[config.mk]
export PLATFORM = sky130hd
export DESIGN_NAME = fpga_config_loader
export DESIGN_NICKNAME = d
export VERILOG_FILES = /design/src/rtl/fpga_cfg_pkg.sv /design/src/rtl/fpga_config_loader_prefetch.sv /design/src/rtl/fpga_config_loader.sv
export SDC_FILE = /design/constraint.sdc
export NUM_CORES = 1
export LEC_CHECK = 0
export ABC_AREA = 1
export CORE_UTILIZATION = 30
export DETAILED_ROUTE_END_ITERATION = 7
export PLACE_DENSITY_LB_ADDON = 0.15
export REMOVE_ABC_BUFFERS = 1
export SLEW_MARGIN = 20
export SYNTH_ARGS = -nofsm -noshare
export SYNTH_HDL_FRONTEND = slang
export SYNTH_HIERARCHICAL = 1
export SYNTH_SLANG_ARGS = --single-unit
[constraint.sdc]
create_clock -name i_clk -period 5.2 [get_ports i_clk]
set_clock_uncertainty 0.05 [all_clocks]
set_input_delay 0.78 -clock i_clk [delete_from_list [all_inputs] [get_ports i_clk]]
set_output_delay 0.78 -clock i_clk [all_outputs]
set_load 0.1 [all_outputs]
[src/rtl/fpga_cfg_pkg.sv]
// Shared types and sizing helpers for the configuration-chain loader.
// Sizes are derived from the chain length and the memory word width.
package fpga_cfg_pkg;

    typedef enum logic [1:0] {
        IDLE  = 2'd0,
        SHIFT = 2'd1,
        DONE  = 2'd2
    } state_t;

    localparam int DEFAULT_CHAIN_LEN = 7778;

    function automatic int num_words(input int chain_len, input int word_w);
        return (chain_len + word_w - 1) / word_w;
    endfunction

    // Bits actually used from the final word of the bitstream.
    function automatic int last_bits(input int chain_len, input int word_w);
        return ((chain_len % word_w) == 0) ? word_w : (chain_len % word_w);
    endfunction

endpackage

[src/rtl/fpga_config_loader_prefetch.sv]
// Word fetcher: drives the memory read handshake and keeps the word being
// shifted plus one prefetched word, so shifting continues across word edges.
module cfg_word_prefetch #(
    parameter int WORD_W    = 32,
    parameter int ADDR_W    = 8,
    parameter int NUM_WORDS = 244
) (
    input  logic              i_clk,
    input  logic              i_rst_n,
    input  logic              i_enable,
    input  logic              i_restart,
    input  logic              i_consume,
    output logic              o_rd_req,
    output logic [ADDR_W-1:0] o_rd_addr,
    input  logic              i_rd_valid,
    input  logic [WORD_W-1:0] i_rd_data,
    output logic [WORD_W-1:0] o_word,
    output logic              o_word_avail
);

    localparam int CNT_W = ADDR_W + 1;
    localparam logic [CNT_W-1:0] LAST_CNT = CNT_W'(NUM_WORDS);

    logic              r_req;
    logic [CNT_W-1:0]  r_cnt;
    logic [WORD_W-1:0] r_cur;
    logic              r_cur_valid;
    logic [WORD_W-1:0] r_nxt;
    logic              r_nxt_valid;

    logic w_fill;
    logic w_cur_free;

    assign w_fill     = r_req && i_rd_valid;
    assign w_cur_free = !r_cur_valid || i_consume;

    always_ff @(posedge i_clk or negedge i_rst_n) begin
        if (!i_rst_n) begin
            r_req       <= 1'b0;
            r_cnt       <= '0;
            r_cur       <= '0;
            r_cur_valid <= 1'b0;
            r_nxt       <= '0;
            r_nxt_valid <= 1'b0;
        end else if (i_restart) begin
            r_req       <= 1'b0;
            r_cnt       <= '0;
            r_cur_valid <= 1'b0;
            r_nxt_valid <= 1'b0;
        end else begin
            // Only one request in flight, and only when a slot is free for its data.
            if (w_fill) begin
                r_req <= 1'b0;
                r_cnt <= r_cnt + CNT_W'(1);
            end else if (i_enable && !r_req && !r_nxt_valid && (r_cnt < LAST_CNT)) begin
                r_req <= 1'b1;
            end

            if (w_cur_free) begin
                if (r_nxt_valid) begin
                    r_cur       <= r_nxt;
                    r_cur_valid <= 1'b1;
                    r_nxt_valid <= w_fill;
                    if (w_fill) begin
                        r_nxt <= i_rd_data;
                    end
                end else begin
                    r_cur_valid <= w_fill;
                    if (w_fill) begin
                        r_cur <= i_rd_data;
                    end
                end
            end else if (w_fill) begin
                r_nxt       <= i_rd_data;
                r_nxt_valid <= 1'b1;
            end
        end
    end

    assign o_rd_req     = r_req;
    assign o_rd_addr    = r_cnt[ADDR_W-1:0];
    assign o_word       = r_cur;
    assign o_word_avail = r_cur_valid;

endmodule

[src/rtl/fpga_config_loader.sv]
// Configuration chain loader: shifts the memory bitstream LSB-first into the
// chain and optionally shifts it again while checking the chain tail.
module fpga_config_loader
    import fpga_cfg_pkg::*;
#(
    parameter int CHAIN_LEN = DEFAULT_CHAIN_LEN,
    parameter int WORD_W    = 32,
    parameter int ADDR_W    = 8
) (
    input  logic              i_clk,
    input  logic              i_rst_n,
    input  logic              i_start,
    input  logic              i_verify,
    output logic              o_rd_req,
    output logic [ADDR_W-1:0] o_rd_addr,
    input  logic              i_rd_valid,
    input  logic [WORD_W-1:0] i_rd_data,
    output logic              o_config_en,
    output logic              o_config_in,
    input  logic              i_config_out,
    output logic              o_busy,
    output logic              o_done,
    output logic              o_verify_err,
    output logic [15:0]       o_err_count
);

    localparam int NUM_WORDS = num_words(CHAIN_LEN, WORD_W);
    localparam int BIT_W     = $clog2(CHAIN_LEN + 1);
    localparam int WBIT_W    = $clog2(WORD_W);
    localparam logic [BIT_W-1:0]  LAST_BIT  = BIT_W'(CHAIN_LEN - 1);
    localparam logic [WBIT_W-1:0] LAST_WBIT = WBIT_W'(WORD_W - 1);

    state_t            r_state;
    state_t            w_state_nxt;
    logic [BIT_W-1:0]  r_bit;
    logic [WBIT_W-1:0] r_wbit;
    logic              r_pass;
    logic              r_verify;
    logic              r_verify_err;
    logic [15:0]       r_err_count;

    logic [WORD_W-1:0] w_word;
    logic              w_avail;
    logic              w_en;
    logic              w_bit_exp;
    logic              w_last_bit;
    logic              w_consume;
    logic              w_restart;
    logic              w_start_ok;
    logic              w_mismatch;

    cfg_word_prefetch #(
        .WORD_W    (WORD_W),
        .ADDR_W    (ADDR_W),
        .NUM_WORDS (NUM_WORDS)
    ) u_prefetch (
        .i_clk        (i_clk),
        .i_rst_n      (i_rst_n),
        .i_enable     (o_busy),
        .i_restart    (w_restart),
        .i_consume    (w_consume),
        .o_rd_req     (o_rd_req),
        .o_rd_addr    (o_rd_addr),
        .i_rd_valid   (i_rd_valid),
        .i_rd_data    (i_rd_data),
        .o_word       (w_word),
        .o_word_avail (w_avail)
    );

    assign w_en       = (r_state == SHIFT) && w_avail;
    assign w_bit_exp  = w_word[r_wbit];
    assign w_last_bit = (r_bit == LAST_BIT);
    // The final word may be partial, so the chain end also retires it.
    assign w_consume  = w_en && ((r_wbit == LAST_WBIT) || w_last_bit);
    assign w_mismatch = w_en && r_pass && (i_config_out != w_bit_exp);

    always_comb begin
        w_state_nxt = r_state;
        w_start_ok  = 1'b0;
        w_restart   = 1'b0;
        case (r_state)
            IDLE: begin
                if (i_start) begin
                    w_start_ok  = 1'b1;
                    w_restart   = 1'b1;
                    w_state_nxt = SHIFT;
                end
            end
            SHIFT: begin
                if (w_en && w_last_bit) begin
                    if (r_verify && !r_pass) begin
                        w_restart = 1'b1;
                    end else begin
                        w_state_nxt = DONE;
                    end
                end
            end
            DONE:    w_state_nxt = IDLE;
            default: w_state_nxt = IDLE;
        endcase
    end

    always_ff @(posedge i_clk or negedge i_rst_n) begin
        if (!i_rst_n) begin
            r_state <= IDLE;
        end else begin
            r_state <= w_state_nxt;
        end
    end

    always_ff @(posedge i_clk or negedge i_rst_n) begin
        if (!i_rst_n) begin
            r_bit        <= '0;
            r_wbit       <= '0;
            r_pass       <= 1'b0;
            r_verify     <= 1'b0;
            r_verify_err <= 1'b0;
            r_err_count  <= '0;
        end else if (w_start_ok) begin
            r_bit        <= '0;
            r_wbit       <= '0;
            r_pass       <= 1'b0;
            r_verify     <= i_verify;
            r_verify_err <= 1'b0;
            r_err_count  <= '0;
        end else if (w_en) begin
            if (w_last_bit) begin
                r_bit  <= '0;
                r_wbit <= '0;
                r_pass <= r_verify;
            end else begin
                r_bit  <= r_bit + BIT_W'(1);
                r_wbit <= (r_wbit == LAST_WBIT) ? '0 : r_wbit + WBIT_W'(1);
            end
            if (w_mismatch) begin
                r_verify_err <= 1'b1;
                if (r_err_count != 16'hFFFF) begin
                    r_err_count <= r_err_count + 16'd1;
                end
            end
        end
    end

    assign o_config_en  = w_en;
    assign o_config_in  = w_en && w_bit_exp;
    assign o_busy       = (r_state == SHIFT);
    assign o_done       = (r_state == DONE);
    assign o_verify_err = r_verify_err;
    assign o_err_count  = r_err_count;

endmodule
==> run metrics, run 1 <==
CP peak stage delay=about 1.2 ns; cts repair resizes=0; Port-buffer cells=67; Critical Path RT=4.37 ns; Crit Path Max Fanout=25; Clk Latency, worst-skew pair=0.41 ns; Row Count=52; CTS buffer count=17; share of layout cells above drive strength 1=7.21%; Netlist cell types=37; DRC viols=0; Final Core Density=~37%; post-DP HPWL=roughly 10000 microns; r2r endpoint=u_prefetch/r_nxt[23]$_DFFE_PN0P_; final hold vios=0; All-Layer GR Usage=14.4%; CTS tree=done; Die H=146 microns; Tot Pwr=4.25 mW; Max-slew headroom=33.3%; Yosys top cell area share=46.2%; Crit Path Category=flop to primary output; # Post-CTS Setup Buffers=0; Seq/Total Area, Yosys=between 40% and 50%; Hold EP=u_prefetch/o_word[24]$_DFFE_PN0P_; initial antenna violation count=0; share of flip-flops with an asynchronous set or reset=100%; first-pass GRT wire length=24800 microns; post-synthesis average cell area=7.47 sq um; io pins=68; Pins Over Slew Limit=0; root buf cell=clkbuf_16; Starting DRT DRC Count=326; post-route setup TNS=0 ns; count of state elements after synthesis=115; Main synth FF type=dfrtp_1; diode count=0; fin crit period=4.16 ns; CP startpoint kind=flop; crit-path cells=inv_2 -> nand2_1 -> nand3_1 -> nand3_1 -> nand3_1 -> nand3_2 -> nand2_2 -> nor2_1 -> clkdlybuf4s50_1; starting density of the core=30.7%; vias=5200; pin count of the biggest net entering global routing=67; Crit-path slowest cell=clkdlybuf4s50_1; H-tree Lvls=4; Nets=932; Arrival @ worst endpoint=between 3 and 4 ns; Max Freq=around 240 MHz; vias in the first global route=5013; largest cells by area after synthesis=dfrtp_1 (46%), nand2_1 (16%), inv_1 (6.9%); die area=21400 sq um; Hold Buf Count CTS=0; hold crit path type=flop to flop; Peak VDD IR=0.000262 V; Max-Cap Viols=0; RSZ-0062 raised after global routing=false; Pleak=between 3 and 4 nW; P per Cell Area=559 nW/um^2; final setup fails=0; GPL Wtd Cong=0.808; dpl cell area=~7000 sq um; worst reg2reg path startpoint=r_wbit[0]$_DFFE_PN0P_; Pre-antenna DRT Iters=7; Core Area=between 20000 and 25000 sq um; status=finished, final reports clean; area leader, netlist=dfrtp_1; most frequent cells in the layout=nand2_1 (268), inv_1 (114), dfrtp_1 (114), clkdlybuf4s50_1 (66), nand3_1 (65); Post-Syn Area=6230 sq um; vias per cell=4.44; CTS Buffer Depth=2; GRT Residual Overflow=0; worst-margin pin slew=1.00 ns; Die W=146 microns; number of synthesized flops with an enable pin=0; Total Wirelength=14400 microns; Syn. warnings=6; final worst path period share=79.9%; flop2flop setup slack=around 2.0 ns; Syn Inst Count=835; worst r2r path cells=12; fin area=7600 sq um; drt wl/cell=between 10 and 15 microns; dominant cell type by count on the critical path=nand3_1; CTS Sinks=115; Worst Hold Path Cells=2; hold path start=u_prefetch/o_word[24]$_DFFE_PN0P_; Layout area overhead=21.9%; Antenna Nets Post-Route=0; most common cell after layout, fill and taps aside=nand2_1; Clk pin slew, worst setup/hold paths=around 0.05 ns; Worst Setup End Kind=primary output
==> where the power goes <==
group	internal, mW	leakage (nW)	total, mW	switching (mW)
registers	1.22	1.44	1.54	0.318
logic	0.520	2.12	1.60	1.08
clock network	0.704	0.279	1.11	0.410
==> per-stage QoR <==
stage,setup slack (ns),std cells,hold WS [ns]
floorplan,0.204,794,0.391
global placement,1.47,1139,0.413
detailed placement,1.44,1139,0.416
CTS,0.983,1171,0.432
global route,0.785,1171,0.435
finish,1.04,1171,0.426
==> worst max-delay path, delay by kind of cell, from the launching register on <==
kind	cells	cell delay, ns
flops	1	0.80
simple gates	7	0.70
buf+inv	2	1.41
==> routing by layer <==
metal / GRT usage, % / part of all wire, % / vias up / wire (microns)
li1: - / - / 2743 / -
met1: 19.0 / 50 / 2361 / 7210
met2: 23.2 / 46 / 87 / 6560
met3: 3.72 / 3.4 / 9 / 496
met4: 3.70 / 0.79 / 0 / 114
met5: 0 / 0 / - / 0
==> synth_stat cells (2+ instances only) <==
library cell,number
nand2_1,268
dfrtp_1,115
inv_1,114
nand3_1,65
o21ai_0,59
nor2_1,45
o21ai_1,24
nand4_1,18
a21oi_1,15
buf_2,13
buf_4,12
xor2_1,12
nor3_1,10
buf_6,9
clkbuf_1,6
ha_1,6
inv_2,6
nand2_2,5
nor4_1,5
nand3_2,4
o22ai_1,4
or2_2,3
o31ai_1,2
xnor2_1,2
==> registers in the layout (all words and copies together), names as in the netlist <==
| register | count |
|---|---|
| o_err_count | 16 |
| o_verify_err | 1 |
| r_bit | 13 |
| r_pass | 1 |
| r_state | 2 |
| r_verify | 1 |
| r_wbit | 5 |
| u_prefetch/o_rd_req | 1 |
| u_prefetch/o_word | 32 |
| u_prefetch/o_word_avail | 1 |
| u_prefetch/r_cnt | 9 |
| u_prefetch/r_nxt | 32 |
| u_prefetch/r_nxt_valid | 1 |
==> layout make-up <==
| class | instances | area (sq um) |
|---|---|---|
| Clock buffer | 23 | 488 |
| Clock inverter | 9 | 78.8 |
| Fill cell | 2188 | 12700 |
| Inverter | 120 | 450 |
| Multi-Input combinational cell | 559 | 2640 |
| Sequential cell | 115 | 2880 |
| Tap cell | 270 | 338 |
| Timing Repair Buffer | 75 | 728 |
==> logic make-up after synthesis <==
group | share of synthesized area [%]
compound gates | 8.87
xor+xnor | 1.97
fa+ha+maj | 1.20
buf+inv | 11.8
flops | 46.2
simple gates | 30.0
==> worst max-delay path by stage <==
stage	depth (start not counted)	slack (ns)	end	startpoint
after floorplan	8	0.20	u_prefetch/r_nxt_valid$_DFFE_PN0P_	r_state[1]$_DFFE_PN0P_
final	9	1.04	o_config_in	r_wbit[0]$_DFFE_PN0P_
after detailed placement	9	1.44	o_config_in	r_wbit[0]$_DFFE_PN0P_
after global placement	9	1.47	o_config_in	r_wbit[0]$_DFFE_PN0P_
after CTS	9	0.98	o_config_in	r_wbit[0]$_DFFE_PN0P_
after global routing	9	0.79	o_config_in	r_wbit[0]$_DFFE_PN0P_
No activity file was read; power rests on OpenSTA's default activity.
==> run 2, diff against run 1 <==
==> constraint.sdc (replaced) <==
create_clock -name i_clk -period 3.4 [get_ports i_clk]
set_clock_uncertainty 0.05 [all_clocks]
set_input_delay 0.51 -clock i_clk [delete_from_list [all_inputs] [get_ports i_clk]]
set_output_delay 0.51 -clock i_clk [all_outputs]
set_load 0.1 [all_outputs]
==> run 2 against run 1 <==
Against the previous run:
- worst setup slack lost 0.53 ns
- clock power rose by 51%
- register-to-register slack lost 1.4 ns
- sequential power rose by 47%
- total power grew 53%
- cell count is 0.17% lower
- first-iteration DRC count is 36% lower
- sequential cell count is the same
- worst hold slack got worse by 0.37 ns
- global-route usage rose by 0.59 points
==> run metrics, run 2 (synthesis gave the netlist of run 1 again) <==
status=finished, final reports clean (unchanged); initial antenna violation count=0 (unchanged); CP peak stage delay=0.57 ns (was 1.16 ns); drt wl/cell=12.5 microns (was 12.3 microns); hold crit path type=input port to asynchronous set/reset pin (was flop to flop); Pins Over Slew Limit=0 (unchanged); Layout area overhead=21.8% (was 21.9%); All-Layer GR Usage=14.9% (was 14.4%); share of layout cells above drive strength 1=8.12% (was 7.21%); Top Family by Delay on Critical Path=simple AND/OR/NAND/NOR gates (was buffers and inverters); Starting DRT DRC Count=209 (was 326); Crit Path Max Fanout=14 (was 25); io pins=68 (unchanged); CTS buffer count=17 (unchanged); Max-Cap Viols=0 (unchanged); # Post-CTS Setup Buffers=0 (unchanged); worst hold margin=0.0508 ns (was 0.426 ns); Worst Setup End Kind=primary output (unchanged); final setup fails=0 (unchanged); vias in the first global route=5227 (was 5013); worst-margin pin slew=0.973 ns (was 1.00 ns); Total Wirelength=14600 microns (was 14400 microns); DRC viols=0 (unchanged); P per Cell Area=856 nW/um^2 (was 559 nW/um^2); Hold Buf Count CTS=0 (unchanged); Max Freq=347 MHz; Worst Path Buf+Inv=2 (unchanged); r2r endpoint=u_prefetch/r_nxt[25]$_DFFE_PN0P_ (was u_prefetch/r_nxt[23]$_DFFE_PN0P_); starting density of the core=30.7% (unchanged); GPL Wtd Cong=0.783 (was 0.808); most frequent cells in the layout=nand2_1 (268), inv_1 (114), dfrtp_1 (114), nand3_1 (65), o21ai_0 (59) (was nand2_1 (268), inv_1 (114), dfrtp_1 (114), clkdlybuf4s50_1 (66), nand3_1 (65)); CTS Buffer Depth=2 (unchanged); RSZ-0062 raised after global routing=false (unchanged); worst r2r path cells=12 (unchanged); final hold vios=0 (unchanged); diode count=0 (unchanged); Pre-antenna DRT Iters=6 (was 7); Nets=934 (was 932); Max-slew headroom=34.9% (was 33.3%); Clk Latency, worst-skew pair=0.41 ns (about the same); M3 GR Usage=3.78% (was 3.72%); vias=5211 (was 5200); Crit-path slowest cell=dfrtp_1 (was clkdlybuf4s50_1); Core Area=20300 sq um (unchanged); fin crit period=2.89 ns; flop2flop setup slack=0.66 ns (was 2.04 ns); post-DP HPWL=10000 microns (was 9820 microns); Row Count=52 (unchanged); pin count of the biggest net entering global routing=54 (was 67); Antenna Nets Post-Route=0 (unchanged); Critical Path RT=2.84 ns (was 4.37 ns); dominant cell type by count on the critical path=nand3_1 (unchanged); vias per cell=4.46 (was 4.44); H-tree Lvls=4 (unchanged); fin area=7600 sq um (about the same); Crit Path Category=flop to primary output (unchanged); Clk pin slew, worst setup/hold paths=0.05 ns (about the same); die area=21400 sq um (unchanged); Final Core Density=37.4% (about the same); final worst path period share=a little over four fifths; CTS Sinks=115 (unchanged); GRT Residual Overflow=0 (unchanged); most common cell after layout, fill and taps aside=nand2_1 (unchanged); worst reg2reg path startpoint=r_wbit[1]$_DFFE_PN0P_ (was r_wbit[0]$_DFFE_PN0P_); M2 GR Usage=23.6% (was 23.2%); CTS tree=done (unchanged); first-pass GRT wire length=25700 microns (was 24800 microns); Port-buffer cells=67 (unchanged); Most Crowded Layer GR=met2 (unchanged); root buf cell=clkbuf_16 (unchanged); Pleak=3.87 nW (was 3.84 nW); Peak VDD IR=0.000316 V (was 0.000262 V); Arrival @ worst endpoint=2.33 ns (was 3.33 ns); grt met1 use=19.8% (was 19.0%); post-route setup TNS=0 ns (unchanged); cts repair resizes=0 (unchanged); CP startpoint kind=flop (unchanged); Die H=146 microns (unchanged); Die W=146 microns (unchanged); crit-path cells=buf_4 -> or2_2 -> nand3_1 -> nand3_1 -> nand3_1 -> nand3_2 -> nand2_2 -> nor2_1 -> buf_4 (was inv_2 -> nand2_1 -> nand3_1 -> nand3_1 -> nand3_1 -> nand3_2 -> nand2_2 -> nor2_1 -> clkdlybuf4s50_1); dpl cell area=7050 sq um (was 7030 sq um)
## run 2: final cells by class
class / instances / area [sq um]
clock buffers: 23 / 498
clock inverters: 5 / 52.6
fillers: 2177 / 12700
inverters: 120 / 450
multi-input cells: 559 / 2640
flip-flops and latches: 115 / 2880
well taps: 270 / 338
repair buffers: 77 / 743
## run 2: through the flow
| step | std cells | setup slack, ns | power, mW |
|---|---|---|---|
| finish | 1169 | 0.514 | 6.50 |
| CTS | 1169 | 0.492 | 6.62 |
| global route | 1169 | 0.328 | 7.05 |
| detailed placement | 1141 | 0.577 | 4.89 |
| global placement | 1141 | 0.605 | 4.86 |
| floorplan | 794 | -1.60 | 4.11 |
## run 2: how the worst max path moves through the flow
stage               slack [ns]              startpoint  depth (start not counted)                                  end
floorplan                -1.60  r_state[1]$_DFFE_PN0P_                          8   u_prefetch/r_nxt_valid$_DFFE_PN0P_
global placement          0.61                 i_start                          9     u_prefetch/r_nxt[22]$_DFFE_PN0P_
detailed placement        0.58                 i_start                          9  u_prefetch/o_word_avail$_DFFE_PN0P_
CTS                       0.49   r_wbit[0]$_DFFE_PN0P_                          9                          o_config_in
global route              0.33    r_bit[1]$_DFFE_PN0P_                         12  u_prefetch/o_word_avail$_DFFE_PN0P_
finish                    0.51   r_wbit[0]$_DFFE_PN0P_                          9                          o_config_in
## run 2: layer usage
layer	share of wire [%]	up-vias
met5	0	-
met1	50	2392
met4	0.85	0
met3	3.7	7
met2	46	78
li1	-	2734
## run 2: where the power goes
group	leakage, nW	internal [mW]	switching (mW)
clock	0.273	1.08	0.601
sequential	1.44	1.87	0.408
combinational	2.16	0.806	1.74
## run 2: worst reg2reg max path, stage by stage (launching register included)
cell and delay [ns]:
dfrtp_1 0.60, ha_1 0.26, inv_1 0.06, nor3_1 0.15
ha_1 0.19, inv_1 0.04, nand2_1 0.05, inv_1 0.05
nor2_1 0.08, nor2_1 0.08, o21ai_4 0.59, buf_12 0.28
o21ai_0 0.13
==> run 3, diff against run 2 <==
==> constraint.sdc (replaced) <==
create_clock -name i_clk -period 2.75 [get_ports i_clk]
set_clock_uncertainty 0.05 [all_clocks]
set_input_delay 0.4125 -clock i_clk [delete_from_list [all_inputs] [get_ports i_clk]]
set_output_delay 0.4125 -clock i_clk [all_outputs]
set_load 0.1 [all_outputs]
==> run 3 against run 2 <==
Against the previous run:
- worst hold slack got worse by 0.033 ns
- final area up 2.1%
- worst setup slack worse by 0.32 ns
- first-iteration DRC count increased by 44%
- highest routed layer unchanged
- critical path depth rose by 2
- die area unchanged
- sequential cell count is the same
- wire length is 0.78% lower
- critical endpoint unchanged
==> run metrics, run 3 (synthesis gave the netlist of run 1 again) <==
Core Area=20300 sq um (unchanged); vias=5225 (was 5211); Starting DRT DRC Count=301 (was 209); post-DP HPWL=9920 microns (was 10000 microns); CTS Buffer Depth=2 (unchanged); Clk Latency, worst-skew pair=0.41 ns (about the same); hold crit path type=input port to asynchronous set/reset pin (unchanged); Crit Path Max Fanout=24 (was 14); All-Layer GR Usage=14.6% (was 14.9%); io pins=68 (unchanged); fin crit period=2.55 ns; first-pass GRT wire length=25100 microns (was 25700 microns); diode count=0 (unchanged); GPL Wtd Cong=0.785 (was 0.783); Pins Over Slew Limit=0 (unchanged); pin count of the biggest net entering global routing=53 (was 54); CTS tree=done (unchanged); worst r2r path cells=10 (was 12); Total Wirelength=14500 microns (was 14600 microns); RSZ-0062 raised after global routing=false (unchanged); CTS Sinks=115 (unchanged); starting density of the core=30.7% (unchanged); H-tree Lvls=4 (unchanged); worst-margin pin slew=0.740 ns (was 0.973 ns); post-place setup slack=0.269 ns (was 0.577 ns); dominant cell type by count on the critical path=nand2_1 (was nand3_1); final worst path period share=92.8%; Layout area overhead=24.4% (was 21.8%); Die W=146 microns (unchanged); P per Cell Area=1100 nW/um^2 (was 856 nW/um^2); Worst Setup End Kind=primary output (unchanged); Arrival @ worst endpoint=2.09 ns (was 2.33 ns); Row Count=52 (unchanged); Layout Cells excl Fill=1180 (was 1169); Max-Cap Viols=0 (unchanged); crit-path cells=buf_6 -> inv_2 -> nand2_1 -> nand2_1 -> nand2_1 -> nand3_1 -> nand3_1 -> nand3_2 -> nand2_2 -> nor2_2 -> buf_12 (was buf_4 -> or2_2 -> nand3_1 -> nand3_1 -> nand3_1 -> nand3_2 -> nand2_2 -> nor2_1 -> buf_4); Critical Path RT=2.29 ns (was 2.84 ns); final worst slack=0.198 ns (was 0.514 ns); # fillers=2150 (was 2177); Reg area=2880 sq um (unchanged); cell depth of the worst setup path=11 (was 9); vias per cell=4.43 (was 4.46); Antenna Nets Post-Route=0 (unchanged); multi-input logic area=2640 sq um (about the same); Port-buffer cells=67 (unchanged); Crit Path Category=flop to primary output (unchanged); r2r endpoint=u_prefetch/o_word[18]$_DFFE_PN0P_ (was u_prefetch/r_nxt[25]$_DFFE_PN0P_); Nets=941 (was 934); most frequent cells in the layout=nand2_1 (268), inv_1 (114), dfrtp_1 (114), nand3_1 (65), o21ai_0 (59) (unchanged); Crit-path slowest cell=dfrtp_1 (unchanged); GRT Residual Overflow=0 (unchanged); drt wl/cell=12.3 microns (was 12.5 microns); DP Cell Count=1148 (was 1141); Worst Path Buf+Inv=3 (was 2); Die H=146 microns (unchanged); Clk pin slew, worst setup/hold paths=0.05 ns (about the same); CTS buffer count=17 (unchanged); Top Family by Delay on Critical Path=simple AND/OR/NAND/NOR gates (unchanged); final hold vios=0 (unchanged); flop2flop setup slack=0.42 ns (was 0.66 ns); Pleak=4.00 nW (was 3.87 nW); Peak VDD IR=0.000515 V (was 0.000316 V); status=finished, final reports clean (unchanged); most common cell after layout, fill and taps aside=nand2_1 (unchanged); vias in the first global route=5142 (was 5227); Max Freq=392 MHz; CP peak stage delay=0.39 ns (was 0.57 ns); share of layout cells above drive strength 1=11.4% (was 8.12%); # Post-CTS Setup Buffers=0 (unchanged); initial antenna violation count=0 (unchanged); DRC viols=0 (unchanged); Max-slew headroom=50.7% (was 34.9%); final setup fails=0 (unchanged); root buf cell=clkbuf_16 (unchanged); Pre-antenna DRT Iters=4 (was 6); die area=21400 sq um (unchanged); CP startpoint kind=flop (unchanged); worst reg2reg path startpoint=r_state[1]$_DFFE_PN0P_ (was r_wbit[1]$_DFFE_PN0P_)
## run 3: how the worst max path moves through the flow
| stage | startpoint | endpoint | slack [ns] |
|---|---|---|---|
| global route | r_wbit[0]$_DFFE_PN0P_ | o_config_in | 0.06 |
| finish | r_wbit[0]$_DFFE_PN0P_ | o_config_in | 0.20 |
| CTS | r_wbit[0]$_DFFE_PN0P_ | o_config_in | 0.04 |
| floorplan | r_state[1]$_DFFE_PN0P_ | u_prefetch/r_nxt_valid$_DFFE_PN0P_ | -2.25 |
| global placement | i_start | u_prefetch/o_word[13]$_DFFE_PN0P_ | 0.32 |
| detailed placement | i_start | u_prefetch/o_word[20]$_DFFE_PN0P_ | 0.27 |
## run 3: final cells by class
cell class,count,share of cell area (%)
Clock buffer,24,6.47
Timing Repair Buffer,84,9.99
Sequential cell,115,37.1
Multi-Input combinational cell,559,34.0
Tap cell,270,4.36
Clock inverter,8,2.19
Inverter,120,5.84
## run 3: timing repair
item	in CTS	in global routing
endpoints found under the setup margin	0	9
hold buffers	0	0
resized for setup	0	4
## run 3: power breakdown
part           internal (mW)  leakage (nW)  switching [mW]
Clock                   1.73         0.323           0.780
Combinational           1.06          2.23            2.21
Sequential              2.31          1.44           0.459
Total                   5.10          4.00            3.45
## run 3: layer usage
| layer | part of all wire, % | track usage [%] | wire length (microns) |
|---|---|---|---|
| met5 | 0 | 0 | 0 |
| met4 | 0.82 | 4.06 | 119 |
| met3 | 3.5 | 3.66 | 511 |
| met2 | 47 | 24.4 | 6800 |
| met1 | 49 | 18.7 | 7030 |
## run 3: per-stage QoR
stage	TNS (ns)	hold slack, ns	utilization [%]	area, sq um	total power [mW]
floorplan	-142.91	0.0669	-	5950	5.08
global placement	0	0.409	34.8	7070	6.09
detailed placement	0	0.408	34.8	7070	6.10
CTS	0	0.0394	38.2	7740	8.67
global route	0	0.0717	38.2	7750	9.20
finish	0	0.0174	38.2	7750	8.55
